**src/rtl/score_keeper.sv**
```systemverilog
// Round scorer: start score per level, 1 Hz countdown, one-shot +/- bonus tiles, win/loss freeze.
// Optional SCORE_HISCORE_EN adds a best-winning-score register; all outputs are registered.
module score_keeper #(
   parameter int SCORE_W    = 8,
   parameter int START_EASY = 60,
   parameter int START_MED  = 90,
   parameter int START_HARD = 120,
   parameter int BONUS      = 5
) (
   input  logic               clock,
   input  logic               reset,
   input  logic               playHard,
   input  logic               playMedium,
   input  logic               playEasy,
   input  logic               externalReset,
   input  logic [4:0]         scorePlusFiveX,
   input  logic [4:0]         scorePlusFiveY,
   input  logic [4:0]         scoreMinusFiveX,
   input  logic [4:0]         scoreMinusFiveY,
   input  logic               start,
   input  logic [4:0]         player_x,
   input  logic [4:0]         player_y,
   input  logic               move_valid,
   input  logic               goal_reached,
   input  logic               tick_1hz,
   output logic [SCORE_W-1:0] score,
   output logic               plus_used,
   output logic               minus_used,
   output logic               playing,
   output logic               won,
   output logic               lost
`ifdef SCORE_HISCORE_EN
   ,
   output logic [SCORE_W-1:0] hiscore
`endif
);

   // One-hot encoding lets the state flags come straight off the state register.
   typedef enum logic [2:0] {
      IDLE    = 3'b000,
      PLAYING = 3'b001,
      WON     = 3'b010,
      LOST    = 3'b100
   } state_t;

   localparam int SW = SCORE_W + 2;
   localparam logic signed [SW-1:0] BONUS_S = SW'(BONUS);
   localparam logic signed [SW-1:0] ONE_S   = SW'(1);
   localparam logic signed [SW-1:0] MAX_S   = $signed({2'b00, {SCORE_W{1'b1}}});

   state_t             state_q, state_d;
   logic [SCORE_W-1:0] score_q, score_d;
   logic               plus_used_q, plus_used_d;
   logic               minus_used_q, minus_used_d;
   logic [4:0]         plus_x_q, plus_y_q, minus_x_q, minus_y_q;
   logic [4:0]         plus_x_d, plus_y_d, minus_x_d, minus_y_d;

   logic               level_ok;
   logic [SCORE_W-1:0] start_score;
   logic               plus_hit, minus_hit;
   logic signed [SW-1:0] sum;
   logic [SCORE_W-1:0] clamped;

   assign level_ok = $onehot({playHard, playMedium, playEasy});

   always_comb begin
      start_score = SCORE_W'(START_EASY);
      if (playHard)
         start_score = SCORE_W'(START_HARD);
      else if (playMedium)
         start_score = SCORE_W'(START_MED);
   end

   assign plus_hit  = move_valid && !plus_used_q &&
                      (player_x == plus_x_q) && (player_y == plus_y_q);
   assign minus_hit = move_valid && !minus_used_q &&
                      (player_x == minus_x_q) && (player_y == minus_y_q);

   // Net delta summed first so coincident events saturate once, not per event.
   always_comb begin
      sum = $signed({2'b00, score_q});
      if (tick_1hz)
         sum = sum - ONE_S;
      if (plus_hit)
         sum = sum + BONUS_S;
      if (minus_hit)
         sum = sum - BONUS_S;
      if (sum < 0)
         clamped = '0;
      else if (sum > MAX_S)
         clamped = {SCORE_W{1'b1}};
      else
         clamped = sum[SCORE_W-1:0];
   end

   always_comb begin
      state_d      = state_q;
      score_d      = score_q;
      plus_used_d  = plus_used_q;
      minus_used_d = minus_used_q;
      plus_x_d     = plus_x_q;
      plus_y_d     = plus_y_q;
      minus_x_d    = minus_x_q;
      minus_y_d    = minus_y_q;
      if (externalReset) begin
         state_d      = IDLE;
         score_d      = '0;
         plus_used_d  = 1'b0;
         minus_used_d = 1'b0;
      end else begin
         case (state_q)
            PLAYING: begin
               score_d      = clamped;
               plus_used_d  = plus_used_q | plus_hit;
               minus_used_d = minus_used_q | minus_hit;
               if (goal_reached)
                  state_d = WON;
               else if (clamped == '0)
                  state_d = LOST;
            end
            default: begin
               if (start && level_ok) begin
                  state_d      = PLAYING;
                  score_d      = start_score;
                  plus_used_d  = 1'b0;
                  minus_used_d = 1'b0;
                  plus_x_d     = scorePlusFiveX;
                  plus_y_d     = scorePlusFiveY;
                  minus_x_d    = scoreMinusFiveX;
                  minus_y_d    = scoreMinusFiveY;
               end
            end
         endcase
      end
   end

   always_ff @(posedge clock) begin
      if (reset) begin
         state_q      <= IDLE;
         score_q      <= '0;
         plus_used_q  <= 1'b0;
         minus_used_q <= 1'b0;
         plus_x_q     <= '0;
         plus_y_q     <= '0;
         minus_x_q    <= '0;
         minus_y_q    <= '0;
      end else begin
         state_q      <= state_d;
         score_q      <= score_d;
         plus_used_q  <= plus_used_d;
         minus_used_q <= minus_used_d;
         plus_x_q     <= plus_x_d;
         plus_y_q     <= plus_y_d;
         minus_x_q    <= minus_x_d;
         minus_y_q    <= minus_y_d;
      end
   end

   assign score      = score_q;
   assign plus_used  = plus_used_q;
   assign minus_used = minus_used_q;
   assign {lost, won, playing} = state_q;

`ifdef SCORE_HISCORE_EN
   // Compare one cycle after the win, once the final score sits in score_q.
   logic               win_pend_q;
   logic [SCORE_W-1:0] hiscore_q;

   always_ff @(posedge clock) begin
      if (reset) begin
         win_pend_q <= 1'b0;
         hiscore_q  <= '0;
      end else begin
         win_pend_q <= (state_q == PLAYING) && (state_d == WON);
         if (win_pend_q && (score_q > hiscore_q))
            hiscore_q <= score_q;
      end
   end

   assign hiscore = hiscore_q;
`endif

endmodule

```
**config.mk**
```make
export PLATFORM = sky130hd
export DESIGN_NAME = score_keeper
export DESIGN_NICKNAME = d
export VERILOG_FILES = /design/src/rtl/score_keeper.sv
export SDC_FILE = /design/constraint.sdc
export NUM_CORES = 1
export LEC_CHECK = 0
export CORE_ASPECT_RATIO = 1.75
export CORE_MARGIN = 3
export CORE_UTILIZATION = 25
export DETAILED_ROUTE_END_ITERATION = 7
export GPL_TIMING_DRIVEN = 0
export PLACE_DENSITY = 0.43
export SKIP_LAST_GASP = 1
export SYNTH_ARGS = -nofsm -noshare
export SYNTH_HDL_FRONTEND = slang
export SYNTH_SLANG_ARGS = --single-unit
```
**constraint.sdc**
```tcl
create_clock -name clock -period 3.4 [get_ports clock]
set_input_delay 0.85 -clock clock [delete_from_list [all_inputs] [get_ports clock]]
set_output_delay 0.85 -clock clock [all_outputs]
set_load 0.02 [all_outputs]
```
After elaboration in Yosys (flattened, before gate mapping)
Cells that the tools add are included.
Widths: inputs -> output; s select.
{"block": "totals", "out_inout_bits": 13, "ff_bits": 33, "input_bits": 40}
{"block": "classes", "bitwise_logic": 4, "eq_ne": 7, "mux": 16, "n_lt_le_gt_ge": 2, "addsub": 5, "reduce_logical": 14}
{"operator": "$mux 8", "count": 4}
{"operator": "$mux 10", "count": 3}
{"operator": "$eq 5x5->1", "count": 4}
{"operator": "$mux 7", "count": 2}
{"operator": "$mux 3", "count": 4}
{"operator": "$add 10x4->10 const B", "count": 1}
{"operator": "$gt 10x9->1 const B", "count": 1}
{"operator": "$lt 10x1->1 const B", "count": 1}
{"operator": "$sub 10x4->10 const B", "count": 1}
{"operator": "$sub 8x1->9 const B", "count": 1}
{"operator": "$logic_not 8->1", "count": 1}
{"operator": "$logic_and 1x1->1", "count": 7}
{"operator": "$eq 3x1->1 const B", "count": 1}
{"operator": "$mux 1", "count": 3}
{"operator": "$ne 3x3->1 const B", "count": 1}
{"operator": "$reduce_and 3->1", "count": 1}
{"operator": "$add 1x1->2", "count": 1}
{"operator": "$add 2x1->2", "count": 1}
{"operator": "$eq 2x1->1 const B", "count": 1}
{"operator": "$logic_not 1->1", "count": 2}
{"operator": "$not 1->1", "count": 2}
{"operator": "$or 1x1->1", "count": 2}
{"operator": "$reduce_and 2->1", "count": 1}
{"operator": "$reduce_bool 2->1", "count": 1}
{"operator": "$reduce_or 2->1", "count": 1}

Longest topological paths before layout
Gate-level depths: netlist of the first run.
{"block": "logic_depth", "ltp_word": 14, "depth_mapped": 15, "ltp_nobuf": 14}

Least setup slack after synthesis of the first run
No wires, ideal clock.
{"block": "synth_path", "path_kind": "input port to flip-flop", "from": "input port player_y[2]", "to": "register state_q[0]", "arrival_ns": 3.462, "cell_stages": 14, "setup_slack_ns": -0.196, "path_cell_list": "xnor2_1 > nand4_1 > nor3_4 > clkbuf_1 > xnor2_1 > inv_1 > ha_1 > o21ai_0 > o32ai_4 > xor2_1 > nor4_4 > o2111ai_2 > nand4b_1 > a21oi_1"}
{"block": "synth_via", "elab_chain_len": 11}
{"item": "from (decl)", "line_no": "22", "rtl": "input logic [4:0] player_y,"}
{"item": "$eq 5x5->1", "line_no": "75", "rtl": "(player_x == plus_x_q) && (player_y == plus_y_q);"}
{"item": "$logic_and 1x1->1", "line_no": "75"}
{"item": "$mux 10", "line_no": "84", "rtl": "if (plus_hit)"}
{"item": "$sub 10x4->10", "line_no": "87", "rtl": "sum = sum - BONUS_S;"}
{"item": "$mux 10 (*)", "line_no": "86", "rtl": "if (minus_hit)"}
{"item": "$gt 10x9->1", "line_no": "90", "rtl": "else if (sum > MAX_S)"}
{"item": "$mux 8", "line_no": "90"}
{"item": "$mux 8 (*)", "line_no": "88", "rtl": "if (sum < 0)"}
{"item": "$logic_not 8->1 (*)", "line_no": "118", "rtl": "else if (clamped == '0)"}
{"item": "$ne 3x3->1 (no source line) (*)"}
{"item": "$reduce_and 2->1 (no source line) (*)"}
{"item": "to (signal assigned)", "line_no": "148", "rtl": "state_q <= state_d;"}
{"item": "to (decl)", "line_no": "51", "rtl": "state_t state_q, state_d;"}
Mark *: on every way between the ends. The rest lies on a longest branch, timed or not.
A chain may end at the register's enable or synchronous reset.

Final worst setup path of the first run
{"block": "layout_path", "from": "input port tick_1hz", "to": "register state_q[0]"}
{"block": "layout_via", "elab_chain_len": 11}
{"item": "from (decl)", "line_no": "25", "rtl": "input logic tick_1hz,"}
{"item": "$mux 10 (*)", "line_no": "82", "rtl": "if (tick_1hz)"}
{"item": "$add 10x4->10", "line_no": "85", "rtl": "sum = sum + BONUS_S;"}
{"item": "$mux 10 (*)", "line_no": "84"}
{"item": "$sub 10x4->10", "line_no": "87"}
{"item": "$mux 10 (*)", "line_no": "86"}
{"item": "$gt 10x9->1", "line_no": "90"}
{"item": "$mux 8", "line_no": "90"}
{"item": "$mux 8 (*)", "line_no": "88"}
{"item": "$logic_not 8->1 (*)", "line_no": "118"}
{"item": "$ne 3x3->1 (no source line) (*)"}
{"item": "$reduce_and 2->1 (no source line) (*)"}
Marks and branches as above.

==> results of run 1 <==
## metrics by stage
step	setup WS [ns]	utilization (%)	hold WS [ns]	instance area, um2	setup TNS, ns
final	0.0823	38.3	0.467	4000	0
after global routing	-0.0868	38.3	0.485	4000	-0.123
after CTS	0.00545	37.0	0.468	3850	0
after detailed placement	-1.31	32.5	0.461	3390	-11.89
after global placement	-1.29	32.5	0.459	3390	-11.52
after floorplan	0.00146	-	0.448	2710	0
## cell families after synthesis
| kind of cell | Yosys count | share of synthesized area, % |
|---|---|---|
| xor gates and xnor gates | 40 | 13.8 |
| adders and majority gates | 4 | 2.13 |
| DFF | 33 | 24.4 |
| AOI/OAI and AO/OA | 85 | 22.1 |
| buffers and inverters | 25 | 4.16 |
| muxes | 3 | 1.57 |
| and+or+nand+nor | 159 | 31.8 |
## timing repair
action,4_1_cts,5_1_grt
buffers inserted,20,4
pin swaps,21,20
resized for setup,82,33
endpoints found under the setup margin,10,10
## layout by cell type (no fill, tap or decap), types with 5 or more instances in the layout
master	instances
sky130_fd_sc_hd__buf_4	26
sky130_fd_sc_hd__nand4_1	8
sky130_fd_sc_hd__and2_1	5
sky130_fd_sc_hd__dfxtp_1	31
sky130_fd_sc_hd__inv_1	7
sky130_fd_sc_hd__xnor2_4	5
sky130_fd_sc_hd__xnor2_1	8
sky130_fd_sc_hd__o21ai_0	9
sky130_fd_sc_hd__xnor2_2	10
sky130_fd_sc_hd__clkdlybuf4s50_1	40
sky130_fd_sc_hd__nand3_1	8
sky130_fd_sc_hd__nor2_1	22
sky130_fd_sc_hd__clkbuf_1	10
sky130_fd_sc_hd__xor2_1	15
sky130_fd_sc_hd__a21oi_1	32
sky130_fd_sc_hd__nand2_1	59
sky130_fd_sc_hd__clkbuf_16	5
sky130_fd_sc_hd__or3_1	5
sky130_fd_sc_hd__buf_2	9
## flip-flops by register name (all words and copies together) (netlist names)
name	cells
plus_y_q	5
state_q	3
minus_x_q	5
score	8
plus_x_q	5
minus_used	1
minus_y_q	5
plus_used	1
## layer usage
layer  track usage, %  share of wire (%)
met1             14.8                 35
met2             33.4                 60
met3             1.89                3.0
met4             5.25                2.0
met5                0                  0
## worst max-delay path: stages
cell                        delay [ns]
sky130_fd_sc_hd__buf_2            0.13
sky130_fd_sc_hd__buf_6            0.14
sky130_fd_sc_hd__nor2b_2          0.16
sky130_fd_sc_hd__or2_4            0.26
sky130_fd_sc_hd__ha_4             0.20
sky130_fd_sc_hd__xor2_1           0.15
sky130_fd_sc_hd__xnor2_1          0.28
sky130_fd_sc_hd__nor2_4           0.08
sky130_fd_sc_hd__o32ai_4          0.39
sky130_fd_sc_hd__xor2_2           0.17
sky130_fd_sc_hd__nor4_4           0.28
sky130_fd_sc_hd__o2111ai_2        0.17
sky130_fd_sc_hd__nand4b_1         0.13
sky130_fd_sc_hd__a21oi_1          0.07
## worst max path at each step
stage | depth (start not counted) | to | slack [ns]
after detailed placement | 14 | state_q[0] | -1.31
after global routing | 14 | state_q[0] | -0.09
after floorplan | 14 | state_q[0] | 0.001
after CTS | 14 | state_q[0] | 0.005
after global placement | 14 | state_q[0] | -1.29
final | 14 | state_q[0] | 0.08
## layout make-up
cell class                 instances  area [um2]
fill                            1151        6430
multi-input combinational        291        2250
sequential                        33         666
timing repair buffer              76         662
tap                              127         159
clock buffer                       6         129
buffer                            15        91.3
inverter                           8        30.0
clock inverter                     2        10.0
## power by group through the flow
stage / Combinational [W] / Clock, W / Sequential, W
after floorplan: 0.000208 / 0 / 0.000417
after global placement: 0.000325 / 0 / 0.000416
after detailed placement: 0.000324 / 0 / 0.000416
after CTS: 0.000371 / 0.000453 / 0.000409
after global routing: 0.000430 / 0.000468 / 0.000411
final: 0.000395 / 0.000437 / 0.000409
==> results.toml, run 1 <==
[timing]
min_period_over_period_pct = 97.6
final_hold_viol_count = 0
max_freq_mhz = 301
relSlewSlack_pct = 48.4
worst_clock_skew_ns = 0.00516
grt_setup_unrepaired = "yes"
transition_time_at_the_pin_with_the_least_slew_margin_ns = 0.769
min_period_ns = 3.32
slew_viol_final = 0
finalSetupViolCount = 0

[power]
worst_ir_drop_vdd_mv = 0.230
power_frac_seq_pct = 33.0
power_density_mw_per_mm2 = 311
power_switching_share_pct = 31.1
static-leakage-power_nw = 1.45
netSwitchingPower_w = 0.000387
share_clk_of_total_power_pct = 35.2
comb_power_share_pct = 31.8
post-layout-total-power_w = 0.00124
p_int_w = 0.000855

[cells_and_area]
layout-drive-gt1-share_pct = 26.0
design.final.nets = 474
area_growth_syn_to_layout_pct = 47.6
antenna_cells = 0
final_cell_count_no_fill = 558

[floorplan]
boundaryPins = 53
floorplan.die_area_mm2 = 0.0122
fp.coreArea_mm2 = 0.0104
initial_cell_density_of_the_core_pct = 26.0
fp.dieH_um = 144
dieWidth_um = 84.7
num_rows = 49

[worst_setup_path]
r2r_cells = 14
beginning_of_the_worst_register_to_register_path = "score[0]"
arrival_ns = 3.46
setup.worst_path.class = "input pin to flip-flop"
timing.critical_path.fanout_max = 6
timing.critical_path.to_type = "flip-flop"
cp-start-kind = "input pin"
required_ns = 3.55
first_element_of_the_critical_path = "tick_1hz"
reg2reg_to = "state_q[0]"
timing.reg2reg.setup_slack_ns = 0.18

[clock_tree]
cts_hold_repair.buffers = 0
tritoncts = "built"
clock_tree_buffer_depth = 2
clk_latency_ns = 0.28
htree_num_levels = 2
clock_root_buffer_master = "sky130_fd_sc_hd__clkbuf_16"
numCtsBuffers = 5
number_of_clock_sinks_seen_by_cts = 33
clkSlewWorstSetupHoldPaths_ns = 0.06

[detailed_routing]
detail_route.wl_per_cell_um = 16.7
ant_nets = 0
dr_total_vias = 2865
final_routed_wirelength_across_all_metal_layers_um = 9310
drt-initial-drc-count = 118
drt-pass1-iter-count = 4
drt_drc_violations_left = 0
post_drt_via_cell_ratio = 5.13

[yosys]
asr_flop_ratio_synth_pct = 0
synth.area.top_cells = "sky130_fd_sc_hd__dfxtp_1, sky130_fd_sc_hd__nand2_1, sky130_fd_sc_hd__xnor2_1"
synthDistinctLibCells = 70
yosysWarnings = 0
netlist_instances = 349
synth.ff_latch_count = 33
synthFlopType = "sky130_fd_sc_hd__dfxtp_1"
syn_avg_cell_area_um2 = 7.76
most_common_cell_in_the_netlist = "sky130_fd_sc_hd__nand2_1"
synth_largest_type_area_fraction_pct = 24.4
count_of_flip_flops_with_a_built_in_enable_after_synthesis = 0
post_synth_most_frequent_cells = "sky130_fd_sc_hd__nand2_1, sky130_fd_sc_hd__a21oi_1, sky130_fd_sc_hd__dfxtp_1"
post_synth_instance_area_mm2 = 0.00271
synth_area_leader_cell = "sky130_fd_sc_hd__dfxtp_1"
synth-seq-area-share_pct = 24.4
syn_nets = 393

[place]
numPortBuffers = 52
final_weighted_congestion_in_routability_driven_placement = 0.817
detailedPlacementHpwl_um = 7350
placed_cells_incl_taps = 528

[global_routing]
track_usage_pct = 15.7
first_global_vias = 2957
grt_antenna_before_repair = 0
final_global_route_overflow_total = 0
grt_max_degree = 11
grt_first_pass_wirelength_um = 15000

[hold_path]
worst_hold_path_type = "flip-flop to flip-flop"
timing.hold.worst_endpoint = "minus_y_q[2]"
timing.hold.worst_path_depth = 2
worstHoldStart = "minus_y_q[2]"

[job]
max_capacitance_violation_total = 0

[status]
status = "finished clean"
No activity file was read; power rests on OpenSTA's default activity.
==> inputs of run 2 (changes only) <==
- ABC_AREA: not set -> 0
==> results of run 2 <==
The final DEF is identical to that of run 1; final timing and power are the same.
